**src/rtl/data_memory_arbiter.sv**
```systemverilog
// Two-requester arbiter/sequencer for a single word-addressed data memory port.
// Each accepted request occupies one ACCESS cycle on the memory port. Its
// response is returned in the following RESP cycle, and RESP can accept the
// next request at the same time.
module data_memory_arbiter #(
   parameter int unsigned ADDR_W     = 14,
   parameter bit          FIXED_PRIO = 1'b0
) (
   input  logic              clock,
   input  logic              reset_n,
   // port 0
   input  logic              p0_req_valid,
   output logic              p0_req_ready,
   input  logic [ADDR_W-1:0] p0_addr,
   input  logic [3:0]        p0_byteena,
   input  logic [31:0]       p0_wdata,
   input  logic              p0_wren,
   output logic              p0_rsp_valid,
   output logic [31:0]       p0_rsp_rdata,
   // port 1
   input  logic              p1_req_valid,
   output logic              p1_req_ready,
   input  logic [ADDR_W-1:0] p1_addr,
   input  logic [3:0]        p1_byteena,
   input  logic [31:0]       p1_wdata,
   input  logic              p1_wren,
   output logic              p1_rsp_valid,
   output logic [31:0]       p1_rsp_rdata,
   // memory port
   output logic [ADDR_W-1:0] mem_address,
   output logic [3:0]        mem_byteena,
   output logic [31:0]       mem_data,
   output logic              mem_wren,
   input  logic [31:0]       mem_q
);

   localparam int unsigned DATA_W = 32;
   localparam int unsigned BE_W   = 4;

   typedef enum logic [1:0] {
      IDLE   = 2'd0,
      ACCESS = 2'd1,
      RESP   = 2'd2
   } state_t;

   state_t              state_q, state_d;
   logic                last_grant_q;
   logic                acc_port_q;
   logic                acc_wren_q;
   logic                accept_c;
   logic                grant_c;
   logic [ADDR_W-1:0]   sel_addr_c;
   logic [BE_W-1:0]     sel_be_c;
   logic [DATA_W-1:0]   sel_wdata_c;
   logic                sel_wren_c;

   // State register
   always_ff @(posedge clock or negedge reset_n) begin
      if (!reset_n) state_q <= IDLE;
      else          state_q <= state_d;
   end

   // Next state and arbitration. Requests are only accepted in IDLE or RESP.
   always_comb begin
      state_d      = state_q;
      accept_c     = 1'b0;
      grant_c      = 1'b0;
      p0_req_ready = 1'b0;
      p1_req_ready = 1'b0;
      case (state_q)
         IDLE, RESP: begin
            if (p0_req_valid || p1_req_valid) begin
               state_d  = ACCESS;
               accept_c = 1'b1;
               if (p0_req_valid && p1_req_valid)
                  grant_c = FIXED_PRIO ? 1'b0 : ~last_grant_q;
               else
                  grant_c = p1_req_valid;
               p0_req_ready = ~grant_c;
               p1_req_ready = grant_c;
            end else begin
               state_d = IDLE;
            end
         end
         ACCESS:  state_d = RESP;
         default: state_d = IDLE;
      endcase
   end

   // Select the request fields of the winning port
   always_comb begin
      sel_addr_c  = grant_c ? p1_addr    : p0_addr;
      sel_be_c    = grant_c ? p1_byteena : p0_byteena;
      sel_wdata_c = grant_c ? p1_wdata   : p0_wdata;
      sel_wren_c  = grant_c ? p1_wren    : p0_wren;
   end

   // Latch the accepted request onto the memory port and return responses.
   // mem_wren is high for the ACCESS cycle only, and only if a lane is enabled.
   always_ff @(posedge clock or negedge reset_n) begin
      if (!reset_n) begin
         last_grant_q <= 1'b1;
         acc_port_q   <= 1'b0;
         acc_wren_q   <= 1'b0;
         mem_address  <= '0;
         mem_byteena  <= '0;
         mem_data     <= '0;
         mem_wren     <= 1'b0;
         p0_rsp_valid <= 1'b0;
         p1_rsp_valid <= 1'b0;
         p0_rsp_rdata <= '0;
         p1_rsp_rdata <= '0;
      end else begin
         mem_wren     <= 1'b0;
         p0_rsp_valid <= 1'b0;
         p1_rsp_valid <= 1'b0;
         if (accept_c) begin
            last_grant_q <= grant_c;
            acc_port_q   <= grant_c;
            acc_wren_q   <= sel_wren_c;
            mem_address  <= sel_addr_c;
            mem_byteena  <= sel_be_c;
            mem_data     <= sel_wdata_c;
            mem_wren     <= sel_wren_c && (|sel_be_c);
         end
         if (state_q == ACCESS) begin
            if (acc_port_q) begin
               p1_rsp_valid <= 1'b1;
               p1_rsp_rdata <= acc_wren_q ? DATA_W'(0) : mem_q;
            end else begin
               p0_rsp_valid <= 1'b1;
               p0_rsp_rdata <= acc_wren_q ? DATA_W'(0) : mem_q;
            end
         end
      end
   end

endmodule

```
**config.mk**
```make
export PLATFORM = sky130hd
export DESIGN_NAME = data_memory_arbiter
export DESIGN_NICKNAME = d
export VERILOG_FILES = /design/src/rtl/data_memory_arbiter.sv
export SDC_FILE = /design/constraint.sdc
export NUM_CORES = 1
export LEC_CHECK = 0
export CELL_PAD_IN_SITES_DETAIL_PLACEMENT = 1
export CELL_PAD_IN_SITES_GLOBAL_PLACEMENT = 2
export CORE_ASPECT_RATIO = 1.2
export CORE_MARGIN = 3
export CORE_UTILIZATION = 21
export CTS_BUF_LIST = sky130_fd_sc_hd__clkbuf_2
export CTS_CLUSTER_SIZE = 10
export DETAILED_ROUTE_END_ITERATION = 8
export MAX_ROUTING_LAYER = met4
export PLACE_DENSITY = 0.81
export SYNTH_ARGS = -nofsm -noshare
export SYNTH_HDL_FRONTEND = slang
export SYNTH_SLANG_ARGS = --single-unit
```
**constraint.sdc**
```tcl
create_clock -name clock -period 1.7 [get_ports clock]
set_clock_uncertainty 0.15 [all_clocks]
set_input_delay 0.34 -clock clock [delete_from_list [all_inputs] [get_ports clock]]
set_output_delay 0.34 -clock clock [all_outputs]
set_load 0.02 [all_outputs]
```
Word-level counts from Yosys, hierarchy flattened --
Index checks and enable logic that the tools add are counted. W data, S select, Z words.
Word-level totals: register bits after elaboration 122, latch bits 0, RAM bits 0, ROM bits 0, memories kept 0
Operators by class: add/sub/neg operators 0, multipliers 0, div/mod/pow operators 0, $lt $le $gt $ge 0, eq/ne operators 2, shift-type cells 0, multiplexer cells 21, bitwise logic cells 3, reductions and logical operators 8
Operators by type and width (number):
- $mux W32 | 2
- $mux W1 | 16
- $mux W14 | 1
- $mux W4 | 1
- $pmux W2 S2 | 1
- $reduce_and A2 Y1 | 2
- $reduce_or A4 Y1 | 1
- $not A1 Y1 | 3
- $eq A2 B1 Y1 const B | 1
- $eq A2 B2 Y1 const B | 1
- $logic_and A1 B1 Y1 | 2
- $logic_not A2 Y1 | 1
- $reduce_or A2 Y1 | 1
- $logic_or A1 B1 Y1 | 1

Depth between registers and ports, before layout --
Gate-level depths: netlist of the first run.
word-level depth 10, mapped depth 7, gate-level depth less buffers 4

Worst setup path after synthesis of the first run --
No wires, ideal clock.
path type register to output, start register last_grant_q, end output p0_req_ready, arrival time 1269 ps, required time 1210 ps, path slack -59 ps, cell stages (with the launch flop) 5, path buffers 2, cells stage by stage dfstp_2 nand2b_1 buf_2 buf_2 and2_1
On the way: longest elaborated chain between the ends 7
Ends and longest elaborated chain:
- start: declaration | RTL line 47 | logic last_grant_q;
- start signal: assignment | RTL line 118 | last_grant_q <= grant_c;
- $not A1 Y1 | RTL line 76 | grant_c = FIXED_PRIO ? 1'b0 : ~last_grant_q;
- $mux W1 | RTL line 75 | if (p0_req_valid && p1_req_valid)
- $mux W1 | RTL line 72 | if (p0_req_valid || p1_req_valid) begin
- $mux W1 | RTL line 70 | case (state_q)
- $not A1 Y1 | RTL line 79 | p0_req_ready = ~grant_c;
- $mux W1 | RTL line 72
- $mux W1 | RTL line 70
- end: declaration | RTL line 13 | output logic p0_req_ready,
Every way passes these cells. The select of a mux whose other input is x is not followed.

Final worst setup path of the first run --
Ends and elaborated chain as after synthesis.

==> results of run 1 <==
[final timing paths]
| kind | from | endpoint | slack [ns] | cells past startpoint |
|---|---|---|---|---|
| setup / recovery | last_grant_q$_DFFE_PN1P_ | p0_req_ready | -0.49 | 4 |
| hold / removal | mem_q[21] | p1_rsp_rdata[21]$_DFFE_PN0P_ | 0.1 | 3 |
| setup reg to reg | state_q[0]$_DFF_PN0_ | p1_rsp_rdata[8]$_DFFE_PN0P_ | -0.10 | 9 |
| hold reg to reg | p1_rsp_rdata[14]$_DFFE_PN0P_ | p1_rsp_rdata[14]$_DFFE_PN0P_ | 0.38 | 2 |
| max in group asynchronous | reset_n | p1_rsp_rdata[26]$_DFFE_PN0P_ | 0.29 | 3 |
| min in group asynchronous | reset_n | p0_rsp_rdata[2]$_DFFE_PN0P_ | 0.65 | 3 |
[per-stage QoR]
stage,power [mW],util,TNS [ns]
after floorplan,6.810,-,0
after global placement,9.736,0.3471,-16.08
after detailed placement,9.829,0.3471,-16.25
after CTS,12.43,0.3859,-17.06
after global routing,14.24,0.4287,-27.31
final,13.43,0.4287,-5.782
[critical path, stage by stage, from the launching register on]
cell	delay, ns
dfstp_2	0.59
buf_6	0.10
nand2b_4	0.12
and2_4	0.14
buf_12	0.12
[area by class of cell]
type	count	share of cell area
flip-flops and latches	122	0.2934
multi-input cells	380	0.2197
clock inverters	12	0.01202
repair buffers	396	0.4248
inverters	4	0.002043
clock buffers	20	0.009615
well taps	320	0.03846
[report_power, final]
part / internal (mW) / switching, mW / total [mW]
Clock: 0.683 / 1.21 / 1.89
Combinational: 3.58 / 3.36 / 6.95
Sequential: 3.83 / 0.760 / 4.59
Total: 8.10 / 5.33 / 13.4
[layout by cell type (no fill, tap or decap), types with 2 or more instances in the layout]
cell type | synthesis | final
a21o_1 | 2 | 2
nor2_1 | 6 | 5
o21ai_2 | 0 | 19
clkinv_2 | 0 | 4
clkinv_4 | 0 | 2
bufinv_16 | 0 | 2
clkbuf_16 | 0 | 14
or3b_4 | 0 | 2
dfrtp_1 | 121 | 121
nand2_2 | 0 | 24
clkinvlp_4 | 0 | 3
inv_1 | 3 | 2
nand2_1 | 111 | 85
a22oi_1 | 46 | 46
o21ai_0 | 37 | 7
clkbuf_2 | 0 | 20
nand2b_1 | 33 | 32
buf_12 | 0 | 19
buf_4 | 2 | 54
a21oi_1 | 55 | 34
a21oi_2 | 0 | 19
buf_8 | 0 | 3
clkdlybuf4s50_1 | 0 | 136
nand2_4 | 0 | 2
buf_6 | 5 | 128
a21oi_4 | 0 | 2
o21ai_1 | 78 | 88
dlygate4sd3_1 | 0 | 41
[flip-flops by register name, summed over array words and instances, names as in the netlist, 2 cells and up]
name / flops
mem_data: 32
mem_address: 14
state_q: 2
p1_rsp_rdata: 32
mem_byteena: 4
p0_rsp_rdata: 32
[cells by family after synthesis]
logic type | Yosys count | share of synthesized area
DFF | 122 | 0.5794
buffers and inverters | 53 | 0.05151
AOI/OAI and AO/OA | 223 | 0.2385
and+or+nand+nor | 156 | 0.1306
[per-layer routing]
layer | vias to the layer above | routed length [um]
li1 | 2656 | -
met1 | 2899 | 10030
met2 | 200 | 14380
met3 | 31 | 1556
met4 | 0 | 488
met5 | - | 0
[what timing repair did]
item                       CTS  global route
resized for setup          723           129
pin swaps                    0            11
hold endpoints to repair   167             1
buffers inserted            16            28
hold buffers                40             1
gates cloned                 1            23
setup endpoints to repair  164           217
==> out/results.txt, run 1 <==
Setup violations remaining at the end of the flow were counted as 151. Worst hold slack: 0.09768 ns. The logs give 0.003054 mm^2 for the area used by sequential logic in the layout and 0.008428 mm^2 for the area of placed instances.

The smallest clock period supported by the final layout is computed as 2.195 ns. The checks that failed: setup timing. The routed wire length was 26.45 mm; the clock transition at the registers of the reported paths was 0.21 ns. The met3 layer usage reported by global route is 0.04383, and the fraction of registers with async set/reset is 1.000.

Maximum level of the CTS H-tree: 4. The run gives 0.5794 as the sequential area share after synthesis. The total area inside the core boundary comes to 0.02428 mm^2.

The slack of the critical path was -0.4949 ns; the number of nets in the final layout was 1059. The DRC violation count after routing was 0; the number of vias after detailed routing was 5786. TritonCTS built the clock tree.

Synthesis produced 554 cells. The met2 usage in global routing was 0.2787. The detailed-placement wirelength estimate is 14.08 mm. The die width is 150.6 um. The tools report the number of pins exceeding their max-slew limit in the final report as 0. The library cell with the highest instance count after synthesis was dfrtp_1. Yosys printed 0 warnings. After detailed routing, the average wire length per cell comes to 21.09 um.

The pin count of the biggest net entering global routing is 66. The total of buffers placed on input and output ports was 256. Setup repair after global routing could not meet its margin everywhere. The run finished, with violations left. The tools report the number of global-route vias before repair as 5940. The height of the chip was 179.6 um.

The run gives 0.1803 as the routing usage on met1. For the length of the first detailed-routing pass in iterations, the log shows 4. Timing analysis after detailed placement gives a worst setup slack of -0.6552 ns. Summing all multi-input logic gate instances after layout gives 0.002287 mm^2. The run gives 0.2171 as the starting utilization of the core area.

257 I/O pins were placed. The commonest cells after synthesis are dfrtp_1 (121), nand2_1 (111), o21ai_1 (78), a21oi_1 (55), a22oi_1 (46). The root buffer cell chosen for the clock tree is clkbuf_2. For this run, the leading register cell type out of synthesis is dfrtp_1. Yosys mapped a number of flops with a built-in enable equal to 0.

The later pin in the worst-skew pair is clocked with a latency of 0.64 ns. Across the run, the number of max-cap violations was 0. Data on the critical path is required at its endpoint by 1.21 ns. The tools report the number of CTS-inserted buffers as 17.

Dividing the detail-routed via count by the number of cells gives 4.614. The first global-routing pass estimated 32.62 mm of wire. Count of state elements after synthesis: 122. The congestion estimate from routability-driven global placement came to 0.7264. For this run, the top clock speed supported by timing is 0.4556 GHz.

In this run the power density over the cells is 1290 mW/mm^2. The global routing stage identified its most utilized layer as met2. For the largest vdd supply drop, the log shows 379.4 uV. For the initial antenna violation count, the log shows 0. The finished layout holds 1254 standard cells, fillers aside.

The violation count after the first detailed-routing iteration came out at 175. Fill cell instance count of the final layout: 2659. The largest area contributor in the netlist was dfrtp_1. The class of the most critical setup path was flip-flop to output pin. For the static leakage, the log shows 4.636 nW. The remaining max-slew budget at the tightest pin was 0.5038; the final worst-path cycle share was 1.291. For the number of nets with antenna violations after detailed routing, the log shows 0. The worst setup path is captured at an output pin. For the pin with the worst max-slew slack, the measured transition is 0.7418 ns. Data on the critical path arrives at its endpoint at 1.70 ns. From synthesis to final layout, the design area changed by 97.48%. The count of endpoints failing hold in the final timing report was 0; the total number of clock tree sinks was 122. For the overall fraction of global-route tracks in use, the log shows 0.1590. Buffer levels on the longest clock path: 2. After synthesis, the cell types taking the most area are dfrtp_1 (57%), nand2_1 (7.9%), o21ai_1 (7.4%).

For the number of unique standard cell types used by synthesis, the log shows 27. Summed over all layers, the global routing overflow is 0. The number of antenna diodes in the final layout is 0. The class of the most critical hold timing path was primary input to flip-flop. The floorplan step defined a die boundary enclosing 0.02705 mm^2. The synthesized net count was 692. The proportion of netlist area held by the largest area contributor came out at 0.5744. Startpoint class of the critical path: a flip-flop. The share of cells above drive strength 1 is 0.3544, and the number of placed cells counting well taps is 1114.

In this run the cell area of the synthesized design comes to 0.005271 mm^2. The largest fanout on the critical path works out to 2. Mean cell area of the mapped netlist: 9.515 um^2.

After floorplanning, the core was divided into 62 placement rows. With fillers left out, the area of the finished cells amounts to 0.01041 mm^2.
No activity file was read; power rests on OpenSTA's default activity.
==> inputs of run 2 (changes only) <==
- SETUP_SLACK_MARGIN: default -> 0.2
==> out/results.txt, run 2 (synthesis results as in run 1) <==
The run gives 0 (unchanged) as the total inserted antenna cells. The clock transition at the registers of the reported paths works out to 0.21 ns (about the same). Actual slew at the worst max-slew pin: 0.5785 ns (-0.1633 ns).

The first-pass GRT wire length is 33.63 mm (+3.1%), and the total of max-cap violations is 0 (unchanged). TritonCTS built the clock tree. The run gives 0.002552 mm^2 (+12%) as the area used by multi-input combinational logic. The violation count after the first detailed-routing iteration was 174 (-0.57%); the fill cell instance count of the final layout was 2638 (-0.79%). The mean routed wirelength per cell was 20.23 um (-4.1%); the final worst-path cycle share was 1.270 (-0.02152). The detailed-placement wirelength estimate was 14.36 mm (+1.9%); the critical path data required time was 1.21 ns (about the same).

The capture point of the worst reg-to-reg path is p0_rsp_rdata[15]$_DFFE_PN0P_. Starting utilization of the core area: 0.2171 (unchanged). Number of cell rows: 62 (unchanged). The DRC violation count after routing is 0 (unchanged), and the reg-to-reg setup timing slack is -0.09 ns (about the same).

The signed area change from the synthesized netlist to the final layout was 102.8%. The number of global-route vias before repair is 5998 (+0.98%). The library cell used most frequently in the layout, excluding fill and tap cells, is clkdlybuf4s50_1. Post-route minimum period: 2.158 ns (-0.03659 ns). The run gives 166 (+9.9%) as the count of final setup violators. The run gives 0.65 ns (about the same) as the clock latency at the later pin of the worst-skew pair. The tools report the count of endpoints failing hold in the final timing report as 0 (unchanged). The overall fraction of global-route tracks in use is 0.1640 (+0.005059), and the global-route congestion overflow total is 0 (unchanged). Largest fanout on the critical path: 2 (unchanged). The signal on the critical path passes through buf_6 -> nand2b_4 -> and2_4 -> buf_12.

The tree is rooted in a clkbuf_2. The worst register-to-register path begins at state_q[0]$_DFF_PN0_. The length of the first detailed-routing pass in iterations is 4 (unchanged).

The logs give 0.4403 (+0.01160) for the final core utilization and 0.02428 mm^2 (unchanged) for the floorplan core area. For the static leakage, the log shows 4.692 nW (+1.2%). The class of the most critical setup path is flip-flop to output pin. The logs give 25.28 mm (-4.4%) for the routed wire length and 2 (unchanged) for the buffer levels on the longest clock path. The total number of clock tree sinks is 122 (unchanged). The total of buffers placed on input and output ports came out at 256 (unchanged). The die width came out at 150.6 um (unchanged). Cell count of the worst reg-to-reg path: 7 (-2).

The terminating pin of the worst hold path was mem_data[11]$_DFFE_PN0P_. The I/O pin total came out at 257 (unchanged). The tightest min-delay check is of the primary input to flip-flop type.

The worst hold path depth is 3 (unchanged), and the number of pins exceeding their max-slew limit in the final report is 0 (unchanged). The tools report the slack of the critical path as -0.4583 ns (+0.03659 ns). The final reports fail on setup timing.

The run gives 0.7524 (+3.6%) as the routability congestion estimate. The initial antenna violation count is 0 (unchanged), and the area used by sequential logic in the layout is 0.003055 mm^2 (about the same). The critical path data arrival time was 1.67 ns (-0.03 ns); the die area was 0.02705 mm^2 (unchanged). The kind of capture point of the worst setup path is an output pin. The remaining max-slew budget at the tightest pin was 0.6108 (+0.1069); the worst slack at placement was -0.6677 ns (-0.01251 ns). The number of vias after detailed routing was 5694 (-1.6%); the number of nets in the final layout was 1056 (-0.28%). The maximum level of the CTS H-tree is 4 (unchanged), and the mean number of vias per cell is 4.555 (-1.3%). In the layout the commonest cells are clkdlybuf4s50_1 (136), buf_6 (130), dfrtp_1 (120).

The largest registers in the layout are mem_data (32), p0_rsp_rdata (32), p1_rsp_rdata (32). The share of cells above drive strength 1 was 0.3892 (+0.03486). The largest incremental delay on the critical path was 0.58 ns (about the same).

Startpoint class of the critical path: a flip-flop. The number of nets with antenna violations after detailed routing was 0 (unchanged); the total power density per cell area was 1277 mW/mm^2 (-0.99%). The tools report the achievable frequency as 0.4633 GHz (+1.7%). The pin count of the biggest net entering global routing is 66 (unchanged).

The flow ran to the end, but the final reports show violations. In this run the most critical hold path is launched from p0_wdata[11]. The slowest stage of the critical path is the dfstp_2 cell. Number of CTS-inserted buffers: 17 (unchanged). The height of the chip came out at 179.6 um (unchanged). Setup repair after global routing could not meet its margin everywhere.

For the largest vdd supply drop, the log shows 393.9 uV (+3.8%).
## run 2: through the flow
step / power [mW] / area [um^2] / setup TNS (ns) / std cells / hold WS [ns]
2_1_floorplan: 6.829 / 5306 / 0 / 554 / -0.1056
3_3_place_gp: 9.743 / 8441 / -17.03 / 1116 / 0.1282
3_5_place_dp: 9.856 / 8441 / -18.24 / 1116 / 0.1317
4_1_cts: 12.72 / 9598 / -18.55 / 1211 / 0.0006662
5_1_grt: 14.45 / 10690 / -27.15 / 1250 / 0.003489
6_report: 13.65 / 10690 / -6.740 / 1250 / 0.1053
## run 2: final cells by class
| class | count | share of cell area |
|---|---|---|
| clock inverters | 13 | 0.01416 |
| flip-flops and latches | 122 | 0.2858 |
| multi-input cells | 379 | 0.2387 |
| well taps | 320 | 0.03745 |
| inverters | 4 | 0.001872 |
| repair buffers | 394 | 0.4136 |
| clock buffers | 18 | 0.008426 |
## run 2: worst max path at each step
stage	from	endpoint	slack, ns	cells after the start
after detailed placement	p1_req_valid	mem_wren$_DFF_PN0_	-0.67	6
after global placement	p1_req_valid	p1_req_ready	-0.58	4
after floorplan	state_q[0]$_DFF_PN0_	p0_req_ready	0.13	5
after global routing	last_grant_q$_DFFE_PN1P_	p0_req_ready	-0.61	4
final	last_grant_q$_DFFE_PN1P_	p0_req_ready	-0.46	4
after CTS	last_grant_q$_DFFE_PN1P_	p0_req_ready	-0.58	4
## run 2: report_power, final
group / total (mW) / switching [mW] / internal [mW]
logic: 7.04 / 3.41 / 3.63
clock network: 2.01 / 1.21 / 0.802
registers: 4.60 / 0.768 / 3.83
## run 2: timing repair
item / 4_1_cts / 5_1_grt
gates cloned: 3 / 15
pin swaps: 11 / 106
hold buffers: 42 / 1
buffers inserted: 19 / 23
endpoints found under the hold margin: 176 / 1
endpoints found under the setup margin: 204 / 205
gates resized for setup: 746 / 153
## run 2: worst max-delay path: cells and delay by family (launching register included)
family        cells  cell delay (ns)
flops             1             0.58
simple gates      2             0.25
buf+inv           2             0.21
## run 2: layer usage
metal  part of all wire  global-route usage  wire length, um
met1               0.38              0.1843             9610
met2               0.54              0.2832            13660
met3              0.059             0.04710             1496
met4              0.020             0.04536              518
met5                  0                   -                0
==> inputs of run 3 (changes only) <==
- CORE_MARGIN: 3 -> 2
- MAX_ROUTING_LAYER: met4 -> default
- SKIP_CTS_REPAIR_TIMING: default -> 1
==> out/results.txt, run 3 (synthesis results as in run 1) <==
The flow ran to the end, but the final reports show violations. The final reports fail on setup timing. The tools report the I/O pin total as 257 (unchanged). For the number of nets with antenna violations after detailed routing, the log shows 0 (unchanged).

The maximum level of the CTS H-tree was 4 (unchanged). The tools report the first-pass GRT wire length as 30.58 mm (-9.1%). For the overall power after layout, the log shows 13.13 mW (-3.8%).

Most common cell after layout, fill and taps aside: clkdlybuf4s50_1. Die width: 148.6 um (-1.3%). The post-route minimum period came out at 2.216 ns (+0.05725 ns).

The clock transition at the registers of the reported paths was 0.23 ns (+0.02 ns). The largest incremental delay on the critical path is 0.60 ns (+0.02 ns). The largest fanout on the critical path is 4 (+2).

The overall fraction of global-route tracks in use was 0.1499 (-0.01419). The starting utilization of the core area came out at 0.2137 (-0.003446). The tools report the length of the first detailed-routing pass in iterations as 4 (unchanged).

The total of max-cap violations was 0 (unchanged); the signed area change from the synthesized netlist to the final layout was 92.02%. In the layout the commonest cells are clkdlybuf4s50_1 (136), buf_6 (126), dfrtp_1 (121). The logs give 0.02639 mm^2 (-2.4%) for the die area and 1.73 ns (+0.06 ns) for the critical path data arrival time.

The total of buffers placed on input and output ports was 256 (unchanged); the worst hold slack was 0.1118 ns (+0.006466 ns). The critical path goes through buf_6 -> nand2b_4 -> and2_4 -> buf_12. Setup repair after global routing could not meet its margin everywhere. The tools report the startpoint class of the critical path as a flip-flop.

The initial antenna violation count was 1 (+1). The buffering stage count on the worst path with inverters included came out at 2 (unchanged). The tools report the kind of capture point of the worst setup path as an output pin.

The run gives 148 (-15%) as the violation count after the first detailed-routing iteration. The largest vdd supply drop is 364.0 uV (-7.6%). Grouping stages by cell kind, the critical path spends the most delay in flip-flops. The tools report the global-route congestion overflow total as 0 (unchanged). TritonCTS built the clock tree. The routed wire length was 23.53 mm (-7.0%); the final worst-path cycle share was 1.303 (+0.03368). The number of pins exceeding their max-slew limit in the final report is 0 (unchanged). The reg-to-reg setup timing slack was -0.05 ns (+0.04 ns); the routability congestion estimate was 0.7509 (-0.20%). The tools report the remaining max-slew budget at the tightest pin as 0.6198 (+0.008979). The DRC violation count after routing was 0 (unchanged).

The share of cells above drive strength 1 was 0.3929 (+0.003649). Total power density per cell area: 1297 mW/mm^2 (+1.6%). The run gives 5516 (-3.1%) as the number of vias after detailed routing. The tools report the detailed-placement wirelength estimate as 14.12 mm (-1.7%).

The count of endpoints failing hold in the final timing report is 0 (unchanged), and the actual slew at the worst max-slew pin is 0.5685 ns (-0.01001 ns). The tree is rooted in a clkbuf_2. The total number of clock tree sinks was 122 (unchanged); the number of global-route vias before repair was 5499 (-8.3%). The buffer levels on the longest clock path was 2 (unchanged); the count of final setup violators was 66 (-60%). The run gives 0.02467 mm^2 (+1.6%) as the floorplan core area.

The slack of the critical path is -0.5155 ns (-0.05725 ns). Clock latency at the later pin of the worst-skew pair: 0.63 ns (-0.02 ns). The largest individual stage delay along the critical path comes from the cell dfstp_2. The logs give 63 (+1.6%) for the number of cell rows and 17 (unchanged) for the number of CTS-inserted buffers.

The height of the chip was 177.6 um (-1.1%); the mean routed wirelength per cell was 19.17 um (-5.2%). The final core utilization came out at 0.4103 (-0.03006). The class of the most critical setup path is flip-flop to output pin.

The static leakage was 4.487 nW (-4.4%); the pin count of the biggest net entering global routing was 66 (unchanged). The run gives 1.21 ns (about the same) as the critical path data required time. In the final layout, the registers with the most flip-flops are mem_data (32), p0_rsp_rdata (32), p1_rsp_rdata (32).

The tightest min-delay check is of the primary input to flip-flop type. The mean number of vias per cell works out to 4.496 (-1.3%). Number of nets in the final layout: 1028 (-2.7%). For the achievable frequency, the log shows 0.4514 GHz (-2.6%).
## run 3: cell types whose count changed in the layout (fill, tap and decap cells not counted), moves of 3 or more
| cell | change |
|---|---|
| a21oi_1 | +12 |
| a21oi_2 | -11 |
| buf_16 | -3 |
| buf_4 | +15 |
| buf_6 | -4 |
| clkbuf_16 | -3 |
| dlygate4sd3_1 | -35 |
| nand2_1 | -8 |
| nand2_2 | +10 |
| o21ai_0 | +13 |
| o21ai_1 | -4 |
| o21ai_2 | -11 |
## run 3: per-stage QoR
| stage | setup TNS [ns] | cells | setup slack [ns] | area [um^2] |
|---|---|---|---|---|
| 2_1_floorplan | 0 | 554 | 0.1275 | 5306 |
| 3_3_place_gp | -12.29 | 1127 | -0.5658 | 8513 |
| 3_5_place_dp | -15.36 | 1127 | -0.6395 | 8513 |
| 4_1_cts | -70.43 | 1157 | -1.006 | 8693 |
| 5_1_grt | -24.03 | 1227 | -0.6974 | 10120 |
| 6_report | -2.442 | 1227 | -0.5155 | 10120 |
## run 3: final cells by class
cell class                 count  area [um^2]
inverter                       4        22.52
clock buffer                  20        100.1
tap                          325        406.6
multi-input combinational    380         2460
timing repair buffer         365         3996
clock inverter                10        80.08
antenna                        1        2.502
fill                        2723        14550
sequential                   122         3054
## run 3: worst paths after layout
check	start	endpoint	depth (start not counted)
min in group asynchronous	reset_n	p0_rsp_rdata[26]$_DFFE_PN0P_	3
hold / removal	p0_wdata[10]	mem_data[10]$_DFFE_PN0P_	3
setup reg to reg	state_q[0]$_DFF_PN0_	p0_rsp_rdata[0]$_DFFE_PN0P_	6
hold reg to reg	mem_data[0]$_DFFE_PN0P_	mem_data[0]$_DFFE_PN0P_	2
max in group asynchronous	reset_n	last_grant_q$_DFFE_PN1P_	4
setup / recovery	last_grant_q$_DFFE_PN1P_	p0_req_ready	4
## run 3: worst min-delay path, cell delays in order
cell             delay [ns]
clkdlybuf4s50_1        0.42
a21oi_2                0.10
o21ai_1                0.06
## run 3: report_power, final
group / internal (mW) / leakage (nW) / switching, mW / total [mW]
registers: 3.83 / 1.52 / 0.783 / 4.62
clock network: 0.505 / 0.116 / 1.15 / 1.66
logic: 3.57 / 2.85 / 3.29 / 6.86
total: 7.91 / 4.49 / 5.22 / 13.1
## run 3: layer usage
metal / routed length (um) / vias to the layer above / track usage
met5: 0 / - / 0
met4: 173 / 0 / 0.04167
met3: 1485 / 11 / 0.05064
met2: 12460 / 182 / 0.2562
met1: 9408 / 2731 / 0.1797
li1: - / 2592 / -
==> RTL change 1: new RTL, flow settings as in run 3 <==
The parameter `ADDR_W` goes from 14 to 13.
--- a/src/rtl/data_memory_arbiter.sv
+++ b/src/rtl/data_memory_arbiter.sv
@@ -3,7 +3,7 @@
 // response is returned in the following RESP cycle, and RESP can accept the
 // next request at the same time.
 module data_memory_arbiter #(
-   parameter int unsigned ADDR_W     = 14,
+   parameter int unsigned ADDR_W     = 13,
    parameter bit          FIXED_PRIO = 1'b0
 ) (
    input  logic              clock,
Ports: changed (resized mem_address, p0_addr and p1_addr); port bits go from 257 to 254. No check against the original RTL was run, so the function may have changed too.
==> RTL change 1 against run 3 <==
The run still ends with setup timing left. Setup slack improved by 0.087 ns. Total power is 4.1% lower. Fmax increased by 4.1%. Wire length shrank 9.4%. Largest power group unchanged. Die area down 0.39%. Count of clock-buffer cells in the layout decreased by 2. Sequential cell count fell by 1. Area after synthesis decreased by 0.40%. Non-clock buffer count decreased by 17. Final area shrank 6.0%. Synthesized cell count fell by 1.1%. Utilization shrank 2.5 points. Cell count shrank 1.8%.
==> RTL change 1: results (changes against run 3) <==
metric,value,unit,change
status,"finished, violations left",,
failed_checks,setup timing,,
grt_pass1_wl,29100,um,-4.8%
post-dp-hpwl,13600,um,-3.8%
fillers,2759,,+1.3%
switchingPower,0.00488,W,-6.6%
min_from,mem_q[2],,
layout-drive-gt1-share,29.7,%,-9.6 points
grtUsageTotal,14.3,%,-0.72 points
clk_pin_slew_worst_paths,0.23,ns,about the same
grt_pass1_vias,5217,,-5.1%
yosysWarnings,0,,unchanged
drtIter0Drc,102,,-31%
htreeDepth,4,,unchanged
peakVddDrop,0.363,mV,-0.30%
syn-num-nets,684,,-1.2%
clk_latency,0.64,ns,
wl_per_cell,17.7,um,-7.7%
timing.rr.end,mem_wren$_DFF_PN0_,,
diodes,0,,-1
gp_congestion,0.734,,-2.3%
final_nets,1003,,-2.4%
cap_violations,0,,unchanged
avgSynthCellArea,9.58,um2,+0.69%
port_buffers,253,,-1.2%
crit_start,last_grant_q$_DFFE_PN1P_,,
slew_headroom,72.7,%,+11 points
endpoint,p0_req_ready,,
rr_worst_depth,4,,-2
synth_cell_types,28,,+3.7%
fin_cells,1205,,-1.8%
cts_buffers,17,,unchanged
worstPathArrival,1.64,ns,-0.09 ns
setup_viol,94,,+42%
path_class,flop to output port,,
hold_path_class,primary input to flop,,
ys_seq_area_share,57.7,%,-0.24 points
fin_setup_tns,-3.02,ns,-0.574 ns
largestRegisters,"mem_data (32), p0_rsp_rdata (32), p1_rsp_rdata (32)",,
setup_slack,-0.428,ns,+0.0875 ns
clk_path_buf_depth,2,,unchanged
synth_common_cells,"dfrtp_1, nand2_1, o21ai_1, a21oi_1, a22oi_1",,
yosys-top-cells-area,"dfrtp_1, o21ai_1, nand2_1, a22oi_1, a21oi_1",,
holdPathStages,3,,unchanged
min_to,p1_rsp_rdata[2]$_DFFE_PN0P_,,
rrSetupSlack,0.13,ns,+0.18 ns
cp_max_fo,4,,unchanged
drt-pass1-iter-count,4,,unchanged
dp.cells,1108,,-1.7%
synthArstFlopShare,100,%,unchanged
grt_max_degree,66,,unchanged
root_buffer,clkbuf_2,,
via_per_inst,4.38,,-2.5%
antenna_found_initial,0,,-1
leakage,4.25,nW,-5.2%
RTL change 1: layer usage:
layer / global-route usage (%) / wire [um]
met2: 24.7 / 11200
met3: 5.00 / 1350
met5: 0 / 0
met4: 3.69 / 203
met1: 16.8 / 8520
RTL change 1: through the flow:
| step | cell area (um2) | power, W | setup slack (ns) | util (%) | hold slack, ns |
|---|---|---|---|---|---|
| floorplan | 5280 | 0.00683 | 0.150 | - | -0.106 |
| global placement | 8360 | 0.00969 | -0.323 | 33.9 | 0.119 |
| detailed placement | 8360 | 0.00978 | -0.344 | 33.9 | 0.118 |
| CTS | 8600 | 0.0118 | -0.690 | 34.8 | -0.755 |
| global route | 9520 | 0.0134 | -0.570 | 38.6 | 0.000233 |
| finish | 9520 | 0.0126 | -0.428 | 38.6 | 0.0824 |
RTL change 1: critical path, cell delays in order, from the launching register on:
cell and delay [ns]:
dfstp_2 0.60, nand2b_4 0.15, and2_4 0.16, buf_12 0.11
RTL change 1: final cells by class:
cell class | instances | area share (%)
sequential | 121 | 31.8
multi-input combinational | 375 | 21.4
tap | 325 | 4.27
inverter | 4 | 0.210
clock buffer | 18 | 0.947
clock inverter | 14 | 1.54
timing repair buffer | 348 | 39.8
RTL change 1: logic make-up after synthesis:
kind of cell / count (synthesis) / synth area share (%)
compound gates: 220 / 24.0
buf+inv: 52 / 5.31
flops: 121 / 57.7
simple gates: 155 / 13.0
RTL change 1: power by group through the flow:
| stage | sequential [W] | combinational (W) | clock [W] |
|---|---|---|---|
| floorplan | 0.00548 | 0.00136 | 0 |
| global placement | 0.00435 | 0.00534 | 0 |
| detailed placement | 0.00440 | 0.00539 | 0 |
| CTS | 0.00433 | 0.00540 | 0.00205 |
| global route | 0.00460 | 0.00664 | 0.00216 |
| finish | 0.00450 | 0.00618 | 0.00191 |
==> RTL change 2: new RTL, settings of run 3 <==
Without the edit above. Encoding of `state_t`: now one-hot (3 bits for 3 states).
--- a/src/rtl/data_memory_arbiter.sv
+++ b/src/rtl/data_memory_arbiter.sv
@@ -37,10 +37,10 @@
    localparam int unsigned DATA_W = 32;
    localparam int unsigned BE_W   = 4;
 
-   typedef enum logic [1:0] {
-      IDLE   = 2'd0,
-      ACCESS = 2'd1,
-      RESP   = 2'd2
+   typedef enum logic [2:0] {
+      IDLE   = 3'b001,
+      ACCESS = 3'b010,
+      RESP   = 3'b100
    } state_t;
 
    state_t              state_q, state_d;
Behaviour: same outputs for any inputs over 10 cycles, from zero or initial values and one cycle with reset_n low; not proved beyond that.
==> RTL change 2 against run 3 <==
The run still ends with setup timing left. Setup slack worse by 0.16 ns. Worst hold slack got worse by 0.024 ns. Largest cell class unchanged. Wire length down 1.3%. Critical endpoint unchanged. Critical path depth rose by 1. Area after synthesis is 2.0% higher. Final area is 1.9% lower. Sequential cell count grew 1. Total power grew 44%.
==> RTL change 2: results (changes against run 3) <==
metric,value,unit,change
fillers,2808,,+3.1%
clk_latency,0.65,ns,+0.02 ns
rr_startpoint,state_q[0]$_DFF_PN1_,,
clk_pin_slew_worst_paths,0.20,ns,-0.03 ns
min_to,p0_rsp_rdata[11]$_DFFE_PN0P_,,
syn-num-nets,697,,+0.72%
largestRegisters,"mem_data (32), p0_rsp_rdata (32), p1_rsp_rdata (32)",,
final_nets,1008,,-1.9%
hold_path_class,primary input to flop,,
synth_common_cells,"dfrtp_1, o21ai_0, nand2_1, nor2_1",,
cts_buffers,17,,unchanged
drtIter0Drc,94,,-36%
worstPathArrival,1.88,ns,+0.15 ns
status,"finished, violations left",,
ys_seq_area_share,57.3,%,-0.67 points
setup_slack,-0.673,ns,-0.157 ns
yosysWarnings,0,,unchanged
overflow,0,,unchanged
grt_pass1_wl,30500,um,-0.34%
timing.rr.end,mem_data[13]$_DFFE_PN0P_,,
cp_max_fo,4,,unchanged
slowest_delay,0.60,ns,about the same
failed_checks,setup timing,,
setup_viol,172,,+160%
synth_cell_types,29,,+7.4%
worst_slew_pin_slew,0.540,ns,-0.0287 ns
post-dp-hpwl,14200,um,+0.39%
via_per_inst,4.59,,+2.0%
layout-drive-gt1-share,33.1,%,-6.2 points
crit_slowest_cell,dfstp_2,,
min_from,mem_q[11],,
leakage,4.35,nW,-3.1%
yosys-top-cells-area,"dfrtp_1, o21ai_0, o31ai_1, a31oi_1, nand2_1",,
placed_cell_area,8590,um2,+0.93%
holdPathStages,3,,unchanged
gp_congestion,0.755,,+0.51%
synthArstFlopShare,100,%,unchanged
port_buffers,256,,unchanged
rrSetupSlack,-0.10,ns,-0.05 ns
grtUsageTotal,14.8,%,-0.23 points
drt_wl_total,23200,um,-1.3%
grt_max_degree,88,,+33%
peakVddDrop,0.927,mV,+150%
grt_pass1_vias,5457,,-0.76%
-- RTL change 2: cells by family (layout without fill, tap and decap cells) --
group / after synthesis / after routing / synth area share, %
muxes: 4 / 4 / 0.744
DFF: 123 / 123 / 57.3
xor gates and xnor gates: 2 / 2 / 0.326
and+or+nand+nor: 152 / 152 / 12.7
AOI/OAI and AO/OA: 220 / 220 / 24.3
other: 0 / 1 / 0
buffers and inverters: 58 / 381 / 4.72
-- RTL change 2: final cells by class --
type                            count  share of cell area [%]
Timing Repair Buffer              346                    38.1
Sequential cell                   123                    31.0
Multi-Input combinational cell    378                    24.5
Tap cell                          330                    4.16
Clock inverter                     14                    1.23
Clock buffer                       17                   0.856
Inverter                            4                   0.151
Antenna cell                        1                  0.0252
-- RTL change 2: worst max path at each step --
stage | from | end | slack, ns | cells past startpoint
after floorplan | state_q[1]$_DFF_PN0_ | p0_req_ready | -0.03 | 5
after global placement | p1_req_valid | p1_req_ready | -0.65 | 4
after detailed placement | p1_req_valid | p1_req_ready | -0.68 | 4
after CTS | state_q[0]$_DFF_PN1_ | p1_req_ready | -1.06 | 3
after global routing | state_q[0]$_DFF_PN1_ | p0_req_ready | -0.85 | 5
final | state_q[0]$_DFF_PN1_ | p0_req_ready | -0.67 | 5
-- RTL change 2: power by group --
part | internal (W) | total [W] | switching [W]
Sequential | 0.00432 | 0.00533 | 0.00101
Clock | 0.000526 | 0.00179 | 0.00126
Combinational | 0.00569 | 0.0118 | 0.00606
Total | 0.0105 | 0.0189 | 0.00833
-- RTL change 2: metal layers --
layer  track usage [%]  vias up  wire [um]
met5                 0        -          0
met4              4.05        0        306
met3              4.43       17       1440
met2              26.1      193      12400
met1              17.3     2750       9100
li1                  -     2604          -
-- RTL change 2: metrics by stage --
step	cells	setup WS (ns)	TNS (ns)	utilization, %	hold slack, ns
2_1_floorplan	559	-0.0297	-0.0297	-	-0.106
3_3_place_gp	1127	-0.646	-29.39	34.0	0.267
3_5_place_dp	1127	-0.678	-32.62	34.0	0.268
4_1_cts	1158	-1.06	-89.63	34.8	-0.586
5_1_grt	1213	-0.853	-30.21	39.3	-0.00842
6_report	1213	-0.673	-7.57	39.3	0.0874
-- RTL change 2: worst max-delay path: cells and delay by family, from the launching register on --
| kind | cells | cell delay (ns) |
|---|---|---|
| simple gates | 2 | 0.21 |
| flops | 1 | 0.60 |
| buf+inv | 2 | 0.23 |
| xor+xnor | 1 | 0.21 |
